[config.mk]
export PLATFORM = sky130hd
export DESIGN_NAME = queue_ptr_ctrl
export DESIGN_NICKNAME = d
export VERILOG_FILES = /design/src/rtl/gambit_qptr_pkg.sv /design/src/rtl/queue_ptr_ctrl_wrap.sv /design/src/rtl/queue_ptr_ctrl.sv
export SDC_FILE = /design/constraint.sdc
export NUM_CORES = 1
export LEC_CHECK = 0
export ABC_CLOCK_PERIOD_IN_PS = 12250
export CORE_MARGIN = 8
export CORE_UTILIZATION = 57
export DETAILED_ROUTE_END_ITERATION = 12
export PLACE_DENSITY = 0.9
export SLEW_MARGIN = 15
export SYNTH_ARGS = -nofsm -noshare
export SYNTH_HDL_FRONTEND = slang
export SYNTH_HIERARCHICAL = 1
export SYNTH_SLANG_ARGS = --single-unit
[constraint.sdc]
create_clock -name clk -period 12.25 [get_ports clk]
set_clock_uncertainty 0.05 [all_clocks]
set_input_delay 2.45 -clock clk [delete_from_list [all_inputs] [get_ports clk]]
set_output_delay 2.45 -clock clk [all_outputs]
set_load 0.01 [all_outputs]
[src/rtl/gambit_qptr_pkg.sv]
// Shared configuration for the Gambit queue pointer controllers:
// default depths and widths, and the per-queue pointer types.
package gambit_qptr_pkg;

  localparam int IQ_ENTRIES  = 16;
  localparam int RENTRIES    = 32;
  localparam int DFLT_ENQ_W  = 4;
  localparam int DFLT_DEQ_W  = 4;

  localparam int QID_W = $clog2(IQ_ENTRIES);
  localparam int RID_W = $clog2(RENTRIES);

  // Issue-queue slot index and reorder-buffer slot index.
  typedef logic [QID_W-1:0] qid_t;
  typedef logic [RID_W-1:0] rid_t;

endpackage

[src/rtl/queue_ptr_ctrl_wrap.sv]
// Modular pointer arithmetic for circular queues of arbitrary depth.
// Both helpers avoid '%' so that non-power-of-two depths stay cheap.

// s = (p + a) mod ENTRIES, valid for p < ENTRIES and a <= ENTRIES.
module ptr_wrap_add #(
  parameter int ENTRIES = 16,
  parameter int PW      = $clog2(ENTRIES),
  parameter int AW      = PW + 1
) (
  input  logic [PW-1:0] p_i,
  input  logic [AW-1:0] a_i,
  output logic [PW-1:0] s_o
);
  localparam int SW = PW + 1;

  logic [SW-1:0] sum_s;

  // One conditional subtract folds the sum back into 0..ENTRIES-1.
  always_comb begin
    sum_s = SW'(p_i) + SW'(a_i);
    if (sum_s >= SW'(ENTRIES)) begin
      s_o = PW'(sum_s - SW'(ENTRIES));
    end else begin
      s_o = PW'(sum_s);
    end
  end
endmodule

// d = (a - b) mod ENTRIES, valid for a, b < ENTRIES.
module ptr_wrap_sub #(
  parameter int ENTRIES = 16,
  parameter int PW      = $clog2(ENTRIES)
) (
  input  logic [PW-1:0] a_i,
  input  logic [PW-1:0] b_i,
  output logic [PW-1:0] d_o
);
  localparam int SW = PW + 1;

  // Borrow across the wrap point by adding the depth back in.
  always_comb begin
    if (a_i >= b_i) begin
      d_o = a_i - b_i;
    end else begin
      d_o = PW'(SW'(a_i) + SW'(ENTRIES) - SW'(b_i));
    end
  end
endmodule

[src/rtl/queue_ptr_ctrl.sv]
// Circular-queue pointer controller: head/tail pointers, occupancy,
// full/empty, flush-time tail rollback and sticky request-error flags.
// Every output is a register loaded from next-state values.
module queue_ptr_ctrl
  import gambit_qptr_pkg::*;
#(
  parameter int ENTRIES = IQ_ENTRIES,
  parameter int PW      = $clog2(ENTRIES),
  parameter int ENQ_W   = DFLT_ENQ_W,
  parameter int DEQ_W   = DFLT_DEQ_W,
  parameter int CNT_W   = 32,
  localparam int EAW    = $clog2(ENQ_W + 1),
  localparam int DAW    = $clog2(DEQ_W + 1)
) (
  input  logic                        clk,
  input  logic                        rst,
  input  logic [EAW-1:0]              enq_amt,
  input  logic [DAW-1:0]              deq_amt,
  input  logic                        flush,
  input  logic [PW-1:0]               flush_tail,
  output logic [DEQ_W-1:0][PW-1:0]    heads,
  output logic [ENQ_W-1:0][PW-1:0]    tails,
  output logic [PW:0]                 count,
  output logic [PW:0]                 free_cnt,
  output logic                        full,
  output logic                        empty,
  output logic [CNT_W-1:0]            retired,
  output logic                        err_ovf,
  output logic                        err_udf
);

  logic [PW-1:0] head_q, head_d, tail_q, tail_d;
  logic [PW-1:0] head_adv_s, tail_adv_s, flush_cnt_s;
  logic [PW:0]   count_d, enq_ext_s, deq_ext_s;
  logic          deq_ok_s, enq_fit_s, enq_ok_s;
  logic [DEQ_W-1:0][PW-1:0] heads_nx_s;
  logic [ENQ_W-1:0][PW-1:0] tails_nx_s;

  ptr_wrap_add #(.ENTRIES(ENTRIES), .PW(PW), .AW(DAW)) u_head_adv (
    .p_i(head_q), .a_i(deq_amt), .s_o(head_adv_s)
  );

  ptr_wrap_add #(.ENTRIES(ENTRIES), .PW(PW), .AW(EAW)) u_tail_adv (
    .p_i(tail_q), .a_i(enq_amt), .s_o(tail_adv_s)
  );

  // Occupancy after flush is measured from the post-commit head.
  ptr_wrap_sub #(.ENTRIES(ENTRIES), .PW(PW)) u_flush_cnt (
    .a_i(flush_tail), .b_i(head_d), .d_o(flush_cnt_s)
  );

  for (genvar i = 0; i < DEQ_W; i++) begin : g_heads
    ptr_wrap_add #(.ENTRIES(ENTRIES), .PW(PW), .AW(PW + 1)) u_off (
      .p_i(head_d), .a_i((PW + 1)'(i)), .s_o(heads_nx_s[i])
    );
  end

  for (genvar i = 0; i < ENQ_W; i++) begin : g_tails
    ptr_wrap_add #(.ENTRIES(ENTRIES), .PW(PW), .AW(PW + 1)) u_off (
      .p_i(tail_d), .a_i((PW + 1)'(i)), .s_o(tails_nx_s[i])
    );
  end

  // Commit side: accept a dequeue only if that many entries are occupied.
  always_comb begin
    deq_ext_s = (PW + 1)'(deq_amt);
    deq_ok_s  = (deq_ext_s <= count);
    if (deq_ok_s) begin
      head_d = head_adv_s;
    end else begin
      head_d = head_q;
    end
  end

  // Allocation side: flush rolls the tail back, otherwise enqueue against
  // last cycle's free count (same-cycle commits do not free slots early).
  always_comb begin
    enq_ext_s = (PW + 1)'(enq_amt);
    enq_fit_s = (enq_ext_s <= free_cnt);
    enq_ok_s  = !flush && enq_fit_s;
    if (flush) begin
      tail_d  = flush_tail;
      count_d = {1'b0, flush_cnt_s};
    end else begin
      tail_d  = enq_ok_s ? tail_adv_s : tail_q;
      count_d = count + (enq_ok_s ? enq_ext_s : {(PW + 1){1'b0}})
                      - (deq_ok_s ? deq_ext_s : {(PW + 1){1'b0}});
    end
  end

  // State and registered status; reset wins over every request.
  always_ff @(posedge clk) begin
    if (rst) begin
      head_q   <= {PW{1'b0}};
      tail_q   <= {PW{1'b0}};
      count    <= {(PW + 1){1'b0}};
      free_cnt <= (PW + 1)'(ENTRIES);
      full     <= 1'b0;
      empty    <= 1'b1;
      retired  <= {CNT_W{1'b0}};
      err_ovf  <= 1'b0;
      err_udf  <= 1'b0;
      for (int i = 0; i < DEQ_W; i++) heads[i] <= PW'(i);
      for (int i = 0; i < ENQ_W; i++) tails[i] <= PW'(i);
    end else begin
      head_q   <= head_d;
      tail_q   <= tail_d;
      count    <= count_d;
      free_cnt <= (PW + 1)'(ENTRIES) - count_d;
      full     <= (count_d == (PW + 1)'(ENTRIES));
      empty    <= (count_d == {(PW + 1){1'b0}});
      retired  <= retired + (deq_ok_s ? CNT_W'(deq_amt) : {CNT_W{1'b0}});
      err_ovf  <= err_ovf | (!flush && !enq_fit_s);
      err_udf  <= err_udf | !deq_ok_s;
      heads    <= heads_nx_s;
      tails    <= tails_nx_s;
    end
  end

endmodule
* After elaboration in Yosys (flattened, before gate mapping)
Cells that the tools add are included.
** Storage, ports and cells
- Register bits after elaboration :: 86
- Output and inout port bits :: 78
- Word-level logic and storage cells :: 82
- Input port bits :: 13
** Cells by class
- Reductions and logical operators :: 6
- Order comparisons :: 13
- Multiplexer cells :: 18
- Bitwise logic cells :: 2
- Equal/unequal tests :: 1
- Add/sub/neg operators :: 25
** Operators by type and width (number)
- 2-to-1 mux 4 bit :: 14
- >= comparator 5 bit, second input constant :: 8
- subtractor 4 x 1 -> 4 bit, second input constant :: 10
- adder 32 x 3 -> 32 bit :: 1
- adder 4 x 2 -> 5 bit, second input constant :: 4
- adder 4 x 1 -> 5 bit, second input constant :: 2
- adder 4 x 3 -> 5 bit :: 2
- >= comparator 4 x 5 -> 1 bit, second input constant :: 2
- less-or-equal comparator 3 x 5 -> 1 bit :: 2
- 2-to-1 mux 3 bit :: 3
- subtractor 4 bit :: 2
- adder 5 x 3 -> 5 bit :: 1
- == test 5 bit, second input constant :: 1
- logical NOT 5 bit :: 1
- 2-to-1 mux 5 bit :: 1
- subtractor 5 x 3 -> 5 bit :: 1
- subtractor 5 bit, first input constant :: 1
- adder 4 x 1 -> 4 bit, second input constant :: 1
- >= comparator 4 bit :: 1
- logical NOT 1 bit :: 3
- logical AND 1 bit :: 2
- bitwise OR 1 bit :: 2

* Logic depth before layout (Yosys ltp)
Gate-level depths: netlist (run 1).
- Depth after elaboration :: 8
- Gate-level depth with buffers :: 19
- Depth with buffers taken out :: 19

* Hierarchy
The synthesis (run 1) kept the hierarchy.
** Modules (own cells, without submodules)
- queue_ptr_ctrl :: seq. area each 1701.6 sq um, times used 1, cells an instance 377, area an instance 3587.2 sq um
- ptr_wrap_add at g_heads[0].u_off ... :: seq. area each 0.0 sq um, times used 8, cells an instance 9, area an instance 100.1 sq um
- ptr_wrap_add at u_head_adv ... :: seq. area each 0.0 sq um, times used 2, cells an instance 8, area an instance 91.3 sq um
- ptr_wrap_sub :: seq. area each 0.0 sq um, times used 1, cells an instance 15, area an instance 127.6 sq um

* Worst setup path after synthesis (run 1)
No wires, ideal clock.
- Kind :: input to register
- From :: input port deq_amt[1]
- To :: register free_cnt[4]
- Required time :: 12.141 ns
- Path slack :: 6.501 ns
- Arrival :: 5.640 ns
- Path buffers :: 0
- Setup time :: 0.059 ns
- Cell stages on the path :: 15
- Cells stage by stage :: ha_1 > nor2b_1 > o21ai_0 > a21oi_2 > mux2_2 > inv_1 > ha_1 > nor2b_1 > a221oi_2 > xnor2_1 > a221o_1 > a311oi_1 > and3_1 > ha_1 > nand2b_1
** Between the ends
- Longest elaborated chain between the ends :: 8
- Elaborated cells on any way between the ends :: 14
- Classes of those cells :: 6 x add/sub; 3 x order compare; 5 x mux
** RTL lines
- start, declared :: line queue_ptr_ctrl.sv:18 : input logic [DAW-1:0] deq_amt,
- adder 4 x 3 -> 5 bit :: line queue_ptr_ctrl_wrap.sv:20 : sum_s = SW'(p_i) + SW'(a_i);
- subtractor 4 x 1 -> 4 bit / >= comparator 5 bit (equally long branches) :: line queue_ptr_ctrl_wrap.sv:22, queue_ptr_ctrl_wrap.sv:21
- 2-to-1 mux 4 bit :: line queue_ptr_ctrl_wrap.sv:21 : if (sum_s >= SW'(ENTRIES)) begin
- 2-to-1 mux 4 bit (*) :: line queue_ptr_ctrl.sv:68 : if (deq_ok_s) begin
- named net head_d[2] :: line queue_ptr_ctrl.sv:32 : logic [PW-1:0] head_q, head_d, tail_q, tail_d;
- subtractor 4 bit (tied with other cells) :: line queue_ptr_ctrl_wrap.sv:45 : d_o = PW'(SW'(a_i) + SW'(ENTRIES) - SW'(b_i));
- 2-to-1 mux 4 bit (*) :: line queue_ptr_ctrl_wrap.sv:42 : if (a_i >= b_i) begin
- named net flush_cnt_s[3] :: line queue_ptr_ctrl.sv:33 : logic [PW-1:0] head_adv_s, tail_adv_s, flush_cnt_s;
- 2-to-1 mux 5 bit (*) :: line queue_ptr_ctrl.sv:81 : if (flush) begin
- subtractor 5 bit (*) :: line queue_ptr_ctrl.sv:109 : free_cnt <= (PW + 1)'(ENTRIES) - count_d;
- end signal, assigned :: line queue_ptr_ctrl.sv:97 : free_cnt <= (PW + 1)'(ENTRIES);
- end signal, assigned :: line queue_ptr_ctrl.sv:109
- end, declared :: line queue_ptr_ctrl.sv:24 : output logic [PW:0] free_cnt,
The timed path passes the listed nets; every way through them passes the cells marked *.
A chain may end at the register's enable or synchronous reset.

* Worst setup path after layout (run 1)
Same ends and word-level chain as after synthesis.

==> flow_metrics.tcl, run 1 <==
set metrics [dict create \
    hold_violations 0 \
    crit_path_end_kind "register" \
    wire_per_inst_um 14.8 \
    dp_hpwl_um 8290 \
    numCtsBuffers 9 \
    grt_overflow 0 \
    power.density_nw_per_um2 236 \
    yosys_warnings 6 \
    arrival_ns 6.56 \
    dieArea_um2 11400 \
    maxCapViolCount 0 \
    synth-compound-area-share_pct 7.30 \
    cts-root-buf "clkbuf_8" \
    initial_core_util_pct 58.1 \
    clk_pin_slew_ns 0.09 \
    n_antenna_cell 0 \
    startpoint_type "input pin" \
    cts_resized 0 \
    grt_pass1_vias 3868 \
    top_layer "met4" \
    finalMaxSlewViolations 0 \
    setup_tns_ns 0 \
    netlist-cell-type-count 46 \
    grt_start_max_net_pins 86 \
    grt_antenna_before_repair 0 \
    ys_ff_latch 85 \
    die_y_um 107 \
    core_um2 8090 \
    htree_levels 3 \
    crit_top_cell "ha_1" \
    synth_area_leaders "dfxtp_1 (36%), ha_1 (14%), xor2_1 (7.1%)" \
    wirelength_um 10600 \
    synth-seq-area-share_pct 36.2 \
    crit_chain "clkdlybuf4s50_1 > ha_1 > nor2b_1 > o21ai_0 > a21oi_2 > mux2_2 > inv_1 > ha_1 > nor2b_1 > a221oi_2 > xnor2_1 > a221o_1 > a311oi_1 > and3_1 > ha_1 > nand2b_1" \
    finalSetupViolCount 0 \
    nets 686 \
    cp_slowest_stage_delay_ns 0.50 \
    critPathBufInv 2 \
    cts_hold_buf 0 \
    cts.sinks 85 \
    ios 91 \
    worst_pin_slew_ns 0.885 \
    drc 0 \
    fp-row-count 33 \
    synth_area_um2 4700 \
    wl_met2_um 5440 \
    avgSynthCellArea_um2 9.79 \
    async_flop_share_pct 0 \
    syn_to_final_growth_pct 28.4 \
    io_buffers 90 \
    rsz0062_at_grt "no" \
    wl_met1_um 4360 \
    cp_max_fo 8 \
    vias_per_cell 5.10 \
    yosysTopAreaCell "dfxtp_1" \
    synth-adder-area-share_pct 20.0 \
    muxShareOfSynthArea_pct 2.34 \
    synth_top_area_share_pct 36.2 \
    via_count 3658 \
    die_w_um 107 \
    cts_setup_buffers 0 \
    yosys_most_used_dff "dfxtp_1" \
    gr-usage-all-layers_pct 19.2 \
    drt_first_iter_violations 132 \
    clk_latency_ns 0.36 \
    peakVddDrop_mv 0.132 \
    p_total_uw 1420 \
    synthXorXnorAreaFrac_pct 11.0 \
    synth_top_family_by_area "adder cells" \
    cts_tree "done" \
    cp_slowest_cell "clkdlybuf4s50_1" \
    synth_edf_count 0 \
    clockBufferDepth 2 \
    yosys.area_share.simple_pct 19.6 \
    fin_crit_ns 6.30 \
    placed_area_um2 5820 \
    cp.required_ns 12.51 \
    power.leakage_uw 0.00265 \
    drive_above_1_share_pct 8.82 \
    max_clock_freq_ghz 0.159 \
    dr.pass1.iters 4 \
    slew_headroom_pct 40.8 \
    ant_nets 0 \
    path_class "input pin to register" \
    hold_path.class "register to register" \
    status "finished clean" \
    wl_met3_um 728 \
    postLayoutCellArea_um2 6030 \
    place.gp.congestion 0.818 \
    synthCells 480 \
    grt_pass1_wl_um 18000 \
    cp_top_family "compound AO/OA/AOI/OAI gates" \
    post-route-period-util_pct 51.5 \
]
[stage by stage]
stage | utilization (%) | setup WS (ns) | hold slack (ns) | instances
2_1_floorplan | - | 6.50 | 0.452 | 518
3_3_place_gp | 71.9 | 5.76 | 0.409 | 701
3_5_place_dp | 71.9 | 5.59 | 0.412 | 701
4_1_cts | 74.5 | 5.96 | 0.434 | 717
5_1_grt | 74.5 | 5.69 | 0.452 | 717
6_report | 74.5 | 5.95 | 0.428 | 717
[cell families (layout without fill, tap and decap cells)]
logic type / count (synthesis) / after routing
adders and majority gates: 66 / 66
DFF: 85 / 85
buffers and inverters: 41 / 135
muxes: 10 / 10
xor gates and xnor gates: 59 / 59
AOI/OAI and AO/OA: 49 / 49
and+or+nand+nor: 168 / 168
other: 2 / 40
[power breakdown]
group          switching (uW)  internal (uW)
Combinational             404            419
Clock                     108            103
Sequential               35.8            351
[registers in the layout, summed over array words and instances (netlist names)]
name,cells
retired,32
heads,16
tails,16
count,5
free_cnt,4
head_q,4
tail_q,4
empty,1
err_ovf,1
err_udf,1
full,1
[area by class of cell]
class / count / area [um^2]
multi-input combinational: 392 / 2980
fill: 588 / 2060
sequential: 85 / 1700
timing repair buffer: 91 / 903
clock buffer: 10 / 138
tap: 105 / 131
inverter: 28 / 105
clock inverter: 6 / 73.8
[worst paths after layout]
path,slack [ns],end,depth (start not counted),from
min,0.43,err_udf,2,err_udf
max reg2reg,8.15,free_cnt[4],16,count[1]
min reg2reg,0.43,err_udf,2,err_udf
max,5.95,free_cnt[4],16,deq_amt[1]
[cell usage in the layout, fill, tap and decap left out, types with 2 or more instances in the layout]
| master | Yosys | final |
|---|---|---|
| a21o_1 | 11 | 11 |
| a21oi_1 | 11 | 11 |
| a21oi_2 | 11 | 11 |
| and2_1 | 3 | 3 |
| and3_1 | 4 | 4 |
| clkbuf_8 | 0 | 10 |
| clkdlybuf4s50_1 | 0 | 89 |
| conb_1 | 2 | 40 |
| dfxtp_1 | 85 | 85 |
| fa_1 | 15 | 15 |
| ha_1 | 51 | 51 |
| inv_1 | 28 | 28 |
| inv_6 | 0 | 4 |
| mux2_2 | 8 | 8 |
| mux2i_1 | 2 | 2 |
| nand2_1 | 11 | 11 |
| nand3_1 | 10 | 10 |
| nand4_1 | 8 | 8 |
| nor2_1 | 59 | 59 |
| nor2b_1 | 40 | 40 |
| nor3_1 | 4 | 4 |
| nor3b_1 | 3 | 3 |
| o21ai_0 | 10 | 10 |
| or2_2 | 9 | 9 |
| or3_1 | 5 | 5 |
| xnor2_1 | 21 | 21 |
| xor2_1 | 38 | 38 |
[tightest hold or removal path, delay by kind of cell, from the launching register on]
kind | cells | cell delay [ns]
DFF | 1 | 0.34
and+or+nand+nor | 2 | 0.12
[Yosys cell counts (all sizes together), types with 8 or more instances]
library cell  count
o21ai            10
mux2              8
xor2             38
nor2b            40
clkbuf            9
xnor2            21
a21oi            22
nand4            10
nand3            10
nor2             59
ha               51
or2               9
fa               15
nand2            12
dfxtp            85
inv              28
a21o             11
[layer usage]
| layer | global-route usage (%) | vias up |
|---|---|---|
| li1 | - | 1806 |
| met1 | 21.5 | 1765 |
| met2 | 33.7 | 76 |
| met3 | 5.64 | 11 |
| met4 | 7.24 | 0 |
| met5 | 0 | - |
(Power assumes the default switching activity.)
==> run 2, diff against run 1 <==
ABC_CLOCK_PERIOD_IN_PS = 5800   (was 12250)
CORE_UTILIZATION = 48   (was 57)
PLACE_DENSITY = 0.81   (was 0.9)
clock period = 5.8 ns   (was 12.25 ns; I/O delays follow)
==> run 2 against run 1 <==
Net effect:
- first-iteration DRC count rose by 20%
- critical path depth did not move
- combinational power rose by 110%
- flip-flop and latch count did not move
- critical path type unchanged
- largest power group unchanged
==> flow_metrics.tcl, run 2 (synthesis gave the netlist of run 1 again) <==
set metrics [dict create \
    regMostFlops "retired" \
    crit_path_end_kind "register" \
    wire_per_inst_um 13.8 \
    crit_path_start "deq_amt[1]" \
    rsz0062_at_grt "no" \
    cts_resized 0 \
    grt_pass1_wl_um 17000 \
    ff2ff_path_depth 16 \
    cts_setup_buffers 0 \
    intPower_uw 1870 \
    peakVddDrop_mv 0.303 \
    cts.sinks 85 \
    drc 0 \
    clk_pin_slew_ns 0.09 \
    clockBufferDepth 2 \
    seq_area_um2 1700 \
    hold_path.class "register to register" \
    finalMaxSlewViolations 0 \
    gr-usage-all-layers_pct 16.0 \
    grt_antenna_before_repair 0 \
    grt_pass1_vias 3703 \
    numCtsBuffers 9 \
    arrival_ns 5.31 \
    finalSetupViolCount 0 \
    grt_use_met1_pct 18.1 \
    dieArea_um2 13200 \
    worstReg2RegStart "count[1]" \
    dp_hpwl_um 7790 \
    busiest_layer "met2" \
    die_y_um 115 \
    fin_crit_ns 5.06 \
    status "finished clean" \
    grt_start_max_net_pins 86 \
    clk_latency_ns 0.36 \
    via_count 3563 \
    largest_reg_flops 32 \
    worst_pin_slew_ns 0.802 \
    hold_violations 0 \
    mostFrequentLayoutCell "clkdlybuf4s50_1" \
    io_buffers 90 \
    r2r_setup_slack_ns 1.68 \
    final.fill_count 862 \
    final_cell_mix "clkdlybuf4s50_1 (89), dfxtp_1 (85), nor2_1 (59), ha_1 (51)" \
    seq_power_share_pct 27.2 \
    rr_endpoint "free_cnt[4]" \
    die_w_um 115 \
    nets 688 \
    drt_first_iter_violations 159 \
    post-route-period-util_pct 87.2 \
    cts_tree "done" \
    sw_frac_of_total_pct 37.7 \
    pre_cts_ws_ns 0.404 \
    endpoint "free_cnt[4]" \
    syn_to_final_growth_pct 29.7 \
    setup_ws_ns 0.745 \
    grtUsageMet2_pct 27.1 \
    hold_path.startpoint "err_udf" \
    net-switching-power_uw 1130 \
    reg_top3 "retired: 32 flops, heads: 16 flops, tails: 16 flops" \
    use_met3_pct 5.15 \
    vias_per_cell 4.77 \
    power.density_nw_per_um2 494 \
    htree_levels 3 \
    cp.required_ns 6.05 \
    core_um2 9640 \
    dr.pass1.iters 4 \
    cp_max_fo 8 \
    cts_hold_buf 0 \
    drive_above_1_share_pct 8.96 \
    initial_core_util_pct 48.7 \
    power.leakage_uw 0.00266 \
    ios 91 \
    grt_overflow 0 \
    p_total_uw 3010 \
    cts-root-buf "clkbuf_8" \
    setup_tns_ns 0 \
    slew_headroom_pct 46.6 \
    path_class "input pin to register" \
    startpoint_type "input pin" \
    multi_input_area_um2 2980 \
    place.gp.congestion 0.824 \
    fp-row-count 36 \
    wirelength_um 10300 \
    max_clock_freq_ghz 0.198 \
    n_antenna_cell 0 \
    ant_nets 0 \
    p_clk_share_pct 15.6 \
    p_comb_share_pct 57.2 \
    maxCapViolCount 0 \
]
[run 2: changes by cell type in the layout (fill, tap and decap cells not counted), sizes merged]
cell      before  now
inv           32   30
buf            2    4
bufinv         1    2
clkinvlp       0    1
[run 2: worst min path at each step]
| stage | endpoint | slack [ns] | cells after the start |
|---|---|---|---|
| after CTS | err_udf | 0.43 | 2 |
| after floorplan | retired[31] | 0.45 | 2 |
| after detailed placement | err_udf | 0.41 | 2 |
| after global placement | err_ovf | 0.40 | 2 |
| final | err_udf | 0.43 | 2 |
| after global routing | err_udf | 0.46 | 2 |
[run 2: through the flow]
stage | hold slack (ns) | instance area (um^2) | std cells | util (%)
floorplan | 0.452 | 4840 | 518 | -
global placement | 0.404 | 5870 | 731 | 60.9
detailed placement | 0.414 | 5870 | 731 | 60.9
CTS | 0.433 | 6090 | 747 | 63.2
global route | 0.464 | 6090 | 747 | 63.2
finish | 0.427 | 6090 | 747 | 63.2
[run 2: area by class of cell]
cell class,count,share of cell area [%]
Multi-Input combinational cell,392,48.9
Sequential cell,85,27.9
Timing Repair Buffer,93,15.1
Tap cell,133,2.73
Clock buffer,10,2.09
Inverter,28,1.73
Clock inverter,6,1.54
[run 2: power groups by stage]
stage	clock (uW)	combinational, uW	sequential, uW
global placement	0	1670	823
floorplan	0	1120	879
CTS	480	1740	819
finish	470	1720	817
detailed placement	0	1710	829
global route	505	1940	833
[run 2: worst max-delay path: stages]
cell	delay (ns)
clkdlybuf4s50_1	0.50
ha_1	0.34
nor2b_1	0.13
o21ai_0	0.10
a21oi_2	0.37
mux2_2	0.44
inv_1	0.07
ha_1	0.26
nor2b_1	0.16
a221oi_2	0.26
xnor2_1	0.11
a221o_1	0.35
a311oi_1	0.49
and3_1	0.28
ha_1	0.23
nand2b_1	0.06
[run 2: layer usage]
| metal | wire length [um] | up-vias |
|---|---|---|
| met5 | 0 | - |
| met4 | 255 | 0 |
| met3 | 741 | 20 |
| met2 | 4840 | 93 |
| met1 | 4450 | 1643 |
| li1 | - | 1807 |
==> run 3, diff against run 2 <==
CELL_PAD_IN_SITES_DETAIL_PLACEMENT = 0   (was default)
CELL_PAD_IN_SITES_GLOBAL_PLACEMENT = 1   (was default)
CORE_UTILIZATION = 36   (was 48)
PLACE_DENSITY = 0.79   (was 0.81)
==> run 3 against run 2 <==
Net effect:
- setup slack improved by 0.025 ns
- sequential power hardly changed
- combinational power about the same
- wire length is 4.4% higher
- clock power grew 28%
- flip-flop and latch count did not move
- hold slack better by 0.0050 ns
- maximum frequency grew 0.50%
- via count barely moved
- first-iteration DRC count decreased by 22%
- critical path depth did not move
- global-route usage decreased by 2.6 points
- critical endpoint unchanged
- largest cell class unchanged
- highest routed layer unchanged
==> flow_metrics.tcl, run 3 (synthesis gave the netlist of run 1 again) <==
set metrics [dict create \
    reg_top3 "retired: 32 flops, heads: 16 flops, tails: 16 flops" \
    drc 0 \
    slew_headroom_pct 43.4 \
    cts_tree "done" \
    numCtsBuffers 9 \
    n_antenna_cell 0 \
    ant_nets 0 \
    clockBufferDepth 2 \
    dieArea_um2 17000 \
    rsz0062_at_grt "no" \
    regMostFlops "retired" \
    r2r_setup_slack_ns 1.68 \
    startpoint_type "input pin" \
    crit_path_start "deq_amt[1]" \
    cp_slowest_cell "clkdlybuf4s50_1" \
    cts_setup_buffers 0 \
    clk_latency_ns 0.34 \
    grt_start_max_net_pins 86 \
    largest_reg_flops 32 \
    utilization_pct 49.2 \
    cts_hold_buf 0 \
    ios 91 \
    crit_path_end_kind "register" \
    wirelength_um 10700 \
    initial_core_util_pct 37.1 \
    finalSetupViolCount 0 \
    endpoint "free_cnt[4]" \
    drive_above_1_share_pct 9.27 \
    crit_chain "clkdlybuf4s50_1 > ha_1 > nor2b_1 > o21ai_0 > a21oi_2 > mux2_2 > inv_1 > ha_1 > nor2b_1 > a221oi_2 > xnor2_1 > a221o_1 > a311oi_1 > and3_1 > ha_1 > nand2b_1" \
    mostFrequentLayoutCell "clkdlybuf4s50_1" \
    cp_max_fo 8 \
    via_count 3566 \
    dr.pass1.iters 4 \
    hold_violations 0 \
    grt_antenna_before_repair 0 \
    vias_per_cell 4.53 \
    die_w_um 130 \
    fp-row-count 41 \
    arrival_ns 5.27 \
    path_depth 16 \
    finalMaxSlewViolations 0 \
    cp.required_ns 6.04 \
    die_y_um 130 \
    cts-root-buf "clkbuf_16" \
    grt_pass1_wl_um 17800 \
    htree_levels 3 \
    io_buffers 90 \
    rr_endpoint "free_cnt[4]" \
    final_cell_mix "clkdlybuf4s50_1 (89), dfxtp_1 (85), nor2_1 (59), ha_1 (51)" \
    fin_crit_ns 5.03 \
    crit_top_cell "ha_1" \
    cp_top_family "compound AO/OA/AOI/OAI gates" \
    place.gp.congestion 0.786 \
    cts.sinks 85 \
    grt_pass1_vias 3715 \
    cp_slowest_stage_delay_ns 0.50 \
    max_clock_freq_ghz 0.199 \
    worst_pin_slew_ns 0.849 \
    drt_first_iter_violations 124 \
    power.leakage_uw 0.00271 \
    syn_to_final_growth_pct 32.8 \
    setup_tns_ns 0 \
    dp_hpwl_um 8140 \
    peakVddDrop_mv 0.280 \
    ff2ff_path_depth 16 \
    core_um2 12700 \
    cts_resized 0 \
    nets 689 \
    status "finished clean" \
    critPathBufInv 2 \
    gr-usage-all-layers_pct 13.5 \
    worstReg2RegStart "count[1]" \
    maxCapViolCount 0 \
    path_class "input pin to register" \
    clk_pin_slew_ns 0.06 \
    hold_path.class "register to register" \
    wire_per_inst_um 13.6 \
    power.density_nw_per_um2 506 \
    post-route-period-util_pct 86.7 \
    grt_overflow 0 \
]
[run 3: changes by cell type in the layout (fill, tap and decap cells not counted), moves of 2 or more]
cell and delta:
clkbuf_16 +9, clkbuf_8 -6, clkinv_2 +3, inv_6 -2
[run 3: cell type report]
class	count	area, um^2
Fill cell	1238	6430
Timing Repair Buffer	94	926
Inverter	28	105
Sequential cell	85	1700
Multi-Input combinational cell	392	2980
Tap cell	172	215
Clock inverter	4	45.0
Clock buffer	12	267
[run 3: metrics by stage]
step                      power [uW]  cell area (um^2)  setup slack (ns)  hold WS (ns)  std cells
final                           3150              6240             0.770         0.432        787
after global routing            3420              6240             0.462         0.463        787
after global placement          2530              5930             0.543         0.412        771
after floorplan                 2000              4840              1.34         0.452        518
after detailed placement        2580              5930             0.407         0.418        771
after CTS                       3210              6240             0.774         0.438        787
[run 3: how the worst min path moves through the flow]
stage | cells after the start | slack, ns | from | to
6_report | 2 | 0.43 | err_ovf | err_ovf
5_1_grt | 2 | 0.46 | err_ovf | err_ovf
4_1_cts | 2 | 0.44 | err_ovf | err_ovf
3_5_place_dp | 2 | 0.42 | err_ovf | err_ovf
3_3_place_gp | 2 | 0.41 | err_ovf | err_ovf
2_1_floorplan | 2 | 0.45 | retired[31] | retired[31]
[run 3: worst register-to-register path, delay by kind of cell (launching register included)]
| kind | cells | cell delay, ns |
|---|---|---|
| buf+inv | 2 | 0.17 |
| simple gates | 4 | 0.63 |
| xor+xnor | 1 | 0.12 |
| mux | 1 | 0.45 |
| compound gates | 5 | 1.49 |
| fa+ha+maj | 3 | 0.80 |
| flops | 1 | 0.34 |
[run 3: metal layers]
metal / vias to the layer above / GRT usage [%] / routed length [um]
li1: 1817 / - / -
met5: - / 0 / 0
met4: 0 / 6.49 / 255
met2: 83 / 23.3 / 5110
met1: 1649 / 14.3 / 4550
met3: 17 / 4.86 / 818
[run 3: where the power goes]
group | switching (uW) | internal [uW]
Sequential | 75.2 | 743
Combinational | 847 | 889
Clock | 234 | 367
Total | 1160 | 2000
